## config.mk

```make
export PLATFORM = sky130hd
export DESIGN_NAME = count_tracker
export DESIGN_NICKNAME = d
export VERILOG_FILES = /design/src/rtl/count_tracker.sv
export SDC_FILE = /design/constraint.sdc
export NUM_CORES = 1
export LEC_CHECK = 0
export ABC_AREA = 1
export ABC_CLOCK_PERIOD_IN_PS = 2250
export BUFFER_PORTS_ARGS = -buffer_cell sky130_fd_sc_hd__buf_2
export CORE_MARGIN = 5
export CORE_UTILIZATION = 50
export CTS_BUF_LIST = sky130_fd_sc_hd__clkbuf_2 sky130_fd_sc_hd__clkbuf_4 sky130_fd_sc_hd__clkbuf_8
export CTS_CLUSTER_SIZE = 20
export DETAILED_ROUTE_END_ITERATION = 6
export HOLD_SLACK_MARGIN = 0.15
export PLACE_DENSITY = 0.8
export SYNTH_ARGS = -nofsm -noshare
export SYNTH_HDL_FRONTEND = slang
export SYNTH_SLANG_ARGS = --single-unit
```

## constraint.sdc

```tcl
create_clock -name CLK -period 2.25 [get_ports CLK]
set_input_delay 0.225 -clock CLK [delete_from_list [all_inputs] [get_ports CLK]]
set_output_delay 0.225 -clock CLK [all_outputs]
set_load 0.03 [all_outputs]
```

## src/rtl/count_tracker.sv

```systemverilog
// ---------------------------------------------------------------------------
// count_tracker
//
// Receive-side monitor for the 6-bit up/down counter. Each qualified cycle
// the observed count is compared with the previous qualified count. The
// step is classified as UP (+1 mod 64), DOWN (-1 mod 64) or BAD. From that
// the block decodes the counting direction, tracks lock, and flags illegal
// steps and legal reversals.
//
// Optional feature macro: COUNT_TRACKER_WRAP_STAT_EN
//   defined   : wrap_count counts (saturating) 63->0 / 0->63 wraps seen
//               while locked.
//   undefined : wrap_count is tied to 0. There is no wrap register.
//
// Ports
//   CLK        in   1  rising-edge clock
//   reset      in   1  synchronous, active-high reset
//   din        in   6  count value under observation
//   valid      in   1  din qualifier; when low the sample is ignored
//   direction  out  1  0 = counting up, 1 = counting down
//   locked     out  1  high while in LOCK_UP or LOCK_DOWN
//   step_err   out  1  one-cycle pulse: illegal step while locked
//   dir_change out  1  one-cycle pulse: legal reversal while locked
//   err_count  out  8  saturating count of step_err events
//   wrap_count out  8  saturating count of wraps (0 unless macro defined)
// ---------------------------------------------------------------------------
module count_tracker (
    input  logic       CLK,
    input  logic       reset,
    input  logic [5:0] din,
    input  logic       valid,
    output logic       direction,
    output logic       locked,
    output logic       step_err,
    output logic       dir_change,
    output logic [7:0] err_count,
    output logic [7:0] wrap_count
);

    typedef enum logic [1:0] {
        UNSYNC    = 2'd0,
        ACQUIRE   = 2'd1,
        LOCK_UP   = 2'd2,
        LOCK_DOWN = 2'd3
    } state_t;

    state_t     state_q, state_d;
    logic [5:0] prev_q, prev_d;
    logic       dir_q, dir_d;
    logic       step_err_q, step_err_d;
    logic       dir_change_q, dir_change_d;
    logic [7:0] err_count_q, err_count_d;

    // Step classification. The 6-bit subtraction wraps, so 63->0 is UP
    // and 0->63 is DOWN with no special casing.
    logic [5:0] delta;
    logic       step_up, step_dn;

    assign delta   = din - prev_q;
    assign step_up = (delta == 6'd1);
    assign step_dn = (delta == 6'd63);

    // ---------------- state register ----------------
    always_ff @(posedge CLK) begin
        // NOTE: sequential state uses non-blocking assignments, so every
        // register samples the pre-edge values of the others.
        if (reset) begin
            state_q      <= UNSYNC;
            prev_q       <= '0;
            dir_q        <= 1'b0;
            step_err_q   <= 1'b0;
            dir_change_q <= 1'b0;
            err_count_q  <= '0;
        end else begin
            state_q      <= state_d;
            prev_q       <= prev_d;
            dir_q        <= dir_d;
            step_err_q   <= step_err_d;
            dir_change_q <= dir_change_d;
            err_count_q  <= err_count_d;
        end
    end

    // ---------------- next-state logic ----------------
    always_comb begin
        // NOTE: default first so every path assigns state_d (no latch).
        state_d = state_q;
        if (valid) begin
            unique case (state_q)
                UNSYNC:    state_d = ACQUIRE;
                ACQUIRE:   if (step_up)      state_d = LOCK_UP;
                           else if (step_dn) state_d = LOCK_DOWN;
                LOCK_UP:   if (step_dn)      state_d = LOCK_DOWN;
                           else if (!step_up) state_d = ACQUIRE;
                LOCK_DOWN: if (step_up)      state_d = LOCK_UP;
                           else if (!step_dn) state_d = ACQUIRE;
                default:   state_d = UNSYNC;
            endcase
        end
    end

    // ---------------- output / datapath logic ----------------
    always_comb begin
        prev_d       = valid ? din : prev_q;
        dir_d        = dir_q;
        step_err_d   = 1'b0;
        dir_change_d = 1'b0;
        err_count_d  = err_count_q;
        if (valid) begin
            unique case (state_q)
                ACQUIRE: begin
                    if (step_up)      dir_d = 1'b0;
                    else if (step_dn) dir_d = 1'b1;
                end
                LOCK_UP, LOCK_DOWN: begin
                    if (step_up || step_dn) begin
                        dir_d = step_dn;
                        // A reversal is a legal step against the locked sense.
                        dir_change_d = (state_q == LOCK_UP) ? step_dn : step_up;
                    end else begin
                        step_err_d  = 1'b1;
                        err_count_d = (err_count_q == 8'hFF) ? err_count_q
                                                             : err_count_q + 8'd1;
                    end
                end
                default: ;
            endcase
        end
    end

    assign direction  = dir_q;
    assign locked     = (state_q == LOCK_UP) || (state_q == LOCK_DOWN);
    assign step_err   = step_err_q;
    assign dir_change = dir_change_q;
    assign err_count  = err_count_q;

`ifdef COUNT_TRACKER_WRAP_STAT_EN
    logic [7:0] wrap_count_q, wrap_count_d;
    logic       wrap_hit;

    // Only 63->0 and 0->63 qualify, and both are legal steps by construction.
    // Wraps seen while acquiring are not counted.
    assign wrap_hit = valid && locked &&
                      (((prev_q == 6'd63) && (din == 6'd0)) ||
                       ((prev_q == 6'd0)  && (din == 6'd63)));

    always_comb begin
        wrap_count_d = wrap_count_q;
        if (wrap_hit && (wrap_count_q != 8'hFF))
            wrap_count_d = wrap_count_q + 8'd1;
    end

    always_ff @(posedge CLK) begin
        if (reset) wrap_count_q <= '0;
        else       wrap_count_q <= wrap_count_d;
    end

    assign wrap_count = wrap_count_q;
`else
    assign wrap_count = 8'd0;
`endif

endmodule
```

Word-level counts from Yosys, hierarchy flattened

Index checks and enable logic that the tools add are counted.

Input port bits: 9
Register bits after elaboration: 19

Reduce and logical (&&, ||, !) cells: 10
Equality and inequality tests: 10
Bitwise gates (word level): 4
Add/sub/neg operators: 2
Multiplexer cells: 13

Operator list:

| operator                                       | number |
|---|---|
| 2-to-1 mux 2 bit                               | 6 |
| AND reduction 4 bit                            | 3 |
| != test 3 bit (second input constant)          | 3 |
| adder 8 x 1 -> 8 bit (second input constant)   | 1 |
| == test 8 bit (second input constant)          | 1 |
| case mux 2 bit (4 select lines)                | 1 |
| == test 6 x 1 -> 1 bit (second input constant) | 1 |
| == test 6 bit (second input constant)          | 1 |
| subtractor 6 bit                               | 1 |
| 2-to-1 mux 1 bit                               | 5 |
| == test 2 bit (second input constant)          | 2 |
| NOT 1 bit                                      | 4 |
| OR reduction 4 bit                             | 1 |
| OR reduction 3 bit                             | 1 |
| == test 2 x 1 -> 1 bit (second input constant) | 1 |
| zero test 2 bit                                | 1 |
| logical OR 1 bit                               | 2 |
| != test 2 bit (second input constant)          | 1 |
| case mux 1 bit (2 select lines)                | 1 |
| nonzero test 2 bit                             | 1 |
| OR reduction 2 bit                             | 1 |

Longest topological paths before layout

Depth in word-level cells: 5
Gate-level depth with buffers: 17
Depth with buffers taken out: 17

Worst setup path before layout

Ideal clock, no wire load.

Path type: reg-to-reg
From: reg prev_q[0]
To: reg err_count_q[2] (netlist: err_count[2])
Path buffers: 0
Required time: 2134 ps
Arrival time: 2019 ps
Path slack: 115 ps
Stages on the path, launching flop included: 13
Path through: dfxtp_1 ha_1 inv_1 fa_1 or2_2 a21oi_1 nand3_1 nor2_4 nand2_4 nand3_4 inv_4 a21oi_1 nor2_1

Cells in the longest elaborated chain, start to end: 5

RTL lines:

| what                                                           | RTL line | source |
|---|---|---|
| start: declaration                                             | 48       | `logic [5:0] prev_q, prev_d;` |
| start signal: assignment                                       | 76       | `prev_q <= prev_d;` |
| subtractor 6 bit *                                             | 59       | `assign delta = din - prev_q;` |
| == test 6 x 1 -> 1 bit / == test 6 bit (equally long branches) | 60, 61   |  |
| logical OR 1 bit *                                             | 116      | `if (step_up \|\| step_dn) begin` |
| NOT 1 bit (no source line) *                                   | -        |  |
| AND reduction 4 bit (no source line) *                         | -        |  |
| end signal: assignment                                         | 80       | `err_count_q <= err_count_d;` |
| end: declaration                                               | 52       | `logic [7:0] err_count_q, err_count_d;` |

Every way passes the cells marked *; elsewhere a longest branch is shown, timed or not.
A chain may end at the register's enable or synchronous reset.

Final worst setup path

From: reg prev_q[0]
To: reg err_count_q[0] (netlist: err_count[0])

Same word-level chain as after synthesis.

==> results.py <==
metrics = {
    "floorplan": {
        "std_cell_rows": 18,
        "initial_core_util_pct": 52.58,
        "coreArea_um2": 2477,
        "die_w_um": 61.04,
        "ios": 29,
        "fp.dieArea_um2": 3726,
        "die_y_um": 61.04,
    },
    "clock_tree": {
        "post_cts_buffers": 0,
        "cts_sinks": 19,
        "holdBufCountCts": 0,
        "number_of_buffers_added_by_the_clock_tree_synthesis_step": 3,
        "clock_path_buffers": 2,
        "worst_skew_pair.late_latency_ns": 0.31,
        "cts-root-buf": "sky130_fd_sc_hd__clkbuf_4",
        "worst_setup_hold_path_clk_slew_ns": 0.11,
        "htree_levels": 1,
        "cts_tree": "done",
    },
    "logic_synthesis": {
        "postSynthAreaPerCell_um2": 6.645,
        "synth.lib_cells_used.distinct": 29,
        "ys_seq_area_share_pct": 29.20,
        "synth.cell_area_um2": 1302,
        "syn_inst": 196,
        "synth_ff_type": "sky130_fd_sc_hd__dfxtp_1",
        "synth_seq_cells": 19,
        "synth-async-reset-ratio_pct": 0,
        "synth_edf_count": 0,
        "synth_warnings": 0,
    },
    "routing": {
        "drt_first_iter_violations": 36,
        "drtAntennaViolNets": 0,
        "wirelength_um": 2686,
        "detail_route.vias_per_cell": 5.016,
        "drt-pass1-iter-count": 4,
        "vias": 1249,
        "wl_per_cell_um": 10.79,
        "remaining_drc_errors": 0,
    },
    "worst_setup_path": {
        "critical_path.endpoint_type": "register",
        "worstSetupStartpointType": "register",
        "top_fanout_value_on_the_critical_path": 7,
        "kind_of_critical_path": "reg2reg",
        "cp_data_arrival_time_ns": 2.36,
        "rr_worst_depth": 12,
        "data_required_time_of_the_worst_path_ns": 2.51,
        "timing.reg2reg.setup_slack_ns": 0.15,
    },
    "sta": {
        "timing.clock.skew_ns": 0.004813,
        "period_share_pct": 93.32,
        "report.final.setup_viol": 0,
        "timing_max_transition_violations_final": 0,
        "report.final.hold_viol_count": 0,
        "fin_crit_ns": 2.100,
        "unrepaired_setup_endpoints_after_global_routing": "no",
        "clock.fmax_ghz": 0.4763,
        "fin_setup_tns_ns": 0,
    },
    "min_path": {
        "min_path_type": "in2reg",
        "timing.hold.worst_path_depth": 2,
    },
    "global_routing": {
        "global_route.overflow_total": 0,
        "first_pass_grt_wire_length_um": 4264,
        "grt_pass1_vias": 1016,
        "pin_count_of_the_biggest_net_entering_global_routing": 14,
        "antenna_violations_before_repair": 0,
        "global_route.usage.total_pct": 15.13,
    },
    "placement": {
        "buffer_ports.inserted": 20,
        "placed_cells_incl_taps": 244,
        "detailedPlacementHpwl_um": 1980,
        "gpl.final_weighted_congestion": 0.8182,
    },
    "layout": {
        "nNetsFinal": 236,
        "finish.cell_count_without_fillers": 249,
        "layout.cells.most_common": "sky130_fd_sc_hd__nand2_1",
        "syn_to_final_growth_pct": 13.35,
        "layout.area.seq_um2": 381.6,
        "multi_input_comb_area_um2": 810.8,
        "final_layout_size_suffix_gt1_share_pct": 21.46,
        "layout.cells.most_common_list": "sky130_fd_sc_hd__nand2_1, sky130_fd_sc_hd__inv_1, sky130_fd_sc_hd__nor2_1, sky130_fd_sc_hd__buf_2, sky130_fd_sc_hd__dfxtp_1",
        "insertedDiodeCount": 0,
        "filler_cell_count": 255,
    },
    "outcome": {
        "status": "finished clean",
    },
    "power": {
        "p_leak_uw": 0.0007417,
        "power.density_nw_per_um2": 519.4,
        "ir_worst_vdd_uv": 418.0,
    },
    "run": {
        "timing.max_cap.violations": 0,
    },
}
[final cells by class]
cell class	instances	area share (%)
sequential	19	25.85
clock inverter	1	0.3390
tap	30	2.542
inverter	27	7.034
clock buffer	3	1.525
timing repair buffer	22	7.797
multi-input combinational	147	54.92
[per-layer routing]
| layer | track usage [%] | wire length (um) | up-vias | share of wire (%) |
|---|---|---|---|---|
| met5 | 0 | 0 | - | 0 |
| met4 | 4.954 | 30 | 0 | 1.1 |
| met3 | 4.193 | 183 | 4 | 6.8 |
| met2 | 24.47 | 1218 | 39 | 45 |
| met1 | 19.44 | 1252 | 540 | 47 |
| li1 | - | - | 666 | - |
[timing repair]
action	4_1_cts	5_1_grt
resized for setup	5	3
gates cloned	1	0
pin swaps	7	8
endpoints found under the setup margin	6	10
[path summary, 6_finish.rpt]
path | start | end
setup / recovery | prev_q[0] | err_count[0]
hold / removal | reset | err_count[1]
setup reg to reg | prev_q[0] | err_count[0]
hold reg to reg | prev_q[4] | prev_q[4]
[stage by stage]
step                      hold WS (ns)  total power (uW)  setup slack (ns)  area [um2]  util, %
final                           0.1739             766.8            0.1503        1476    59.60
after global routing            0.1831             818.1         0.0003404        1476    59.60
after CTS                       0.1658             772.2           0.03937        1464    59.09
after detailed placement        0.4624             582.8          -0.07265        1409    56.87
after global placement          0.4542             579.1          -0.02696        1409    56.87
after floorplan                 0.2941             552.4            0.1152        1329        -
[kinds of logic (layout without fill, tap and decap cells)]
kind of cell	count (synthesis)	in the layout	synth area share, %
AO/OA/AOI/OAI	27	27	11.53
flip-flops	19	19	29.20
adder cells (fa/ha/maj)	7	7	7.301
AND/OR/NAND/NOR	104	105	38.14
buffers and inverters	38	53	13.54
other	1	8	0.2879
[power by group]
group | internal [uW] | leakage [uW] | switching [uW]
clock network | 66.5 | 0.0000177 | 113
logic | 74.8 | 0.000568 | 151
registers | 350 | 0.000156 | 11.7
[cell usage after synthesis (2+ instances only)]
cell,n,share of area [%]
sky130_fd_sc_hd__nand2_4,2,1.7
sky130_fd_sc_hd__nand2_1,45,13
sky130_fd_sc_hd__nor3_1,7,2.7
sky130_fd_sc_hd__dfxtp_1,19,29
sky130_fd_sc_hd__nand3_1,17,6.5
sky130_fd_sc_hd__nor2_1,20,5.8
sky130_fd_sc_hd__a21oi_2,2,1.3
sky130_fd_sc_hd__buf_4,8,4.6
sky130_fd_sc_hd__nand2_2,2,0.96
sky130_fd_sc_hd__ha_1,6,5.8
sky130_fd_sc_hd__o21ai_0,8,3.1
sky130_fd_sc_hd__nand4_1,3,1.4
sky130_fd_sc_hd__inv_1,26,7.5
sky130_fd_sc_hd__a21oi_1,13,5.0
sky130_fd_sc_hd__clkbuf_1,2,0.58
sky130_fd_sc_hd__nor2_4,2,1.7
sky130_fd_sc_hd__nand3_2,2,1.5
[flip-flops by register name, summed over array words and instances, names as in the netlist]
name	count
dir_change	1
direction	1
err_count	8
prev_q	6
state_q	2
step_err	1
[worst max-delay path: stages, from the launching register on]
cell	delay [ns]
sky130_fd_sc_hd__dfxtp_2	0.35
sky130_fd_sc_hd__ha_4	0.15
sky130_fd_sc_hd__inv_2	0.05
sky130_fd_sc_hd__fa_1	0.42
sky130_fd_sc_hd__or2_4	0.24
sky130_fd_sc_hd__a21oi_2	0.11
sky130_fd_sc_hd__nand3_2	0.10
sky130_fd_sc_hd__nor2_4	0.12
sky130_fd_sc_hd__nand2_4	0.10
sky130_fd_sc_hd__nand3_4	0.10
sky130_fd_sc_hd__inv_4	0.06
sky130_fd_sc_hd__a21oi_2	0.11
sky130_fd_sc_hd__o21a_1	0.12
(Power assumes the default switching activity.)
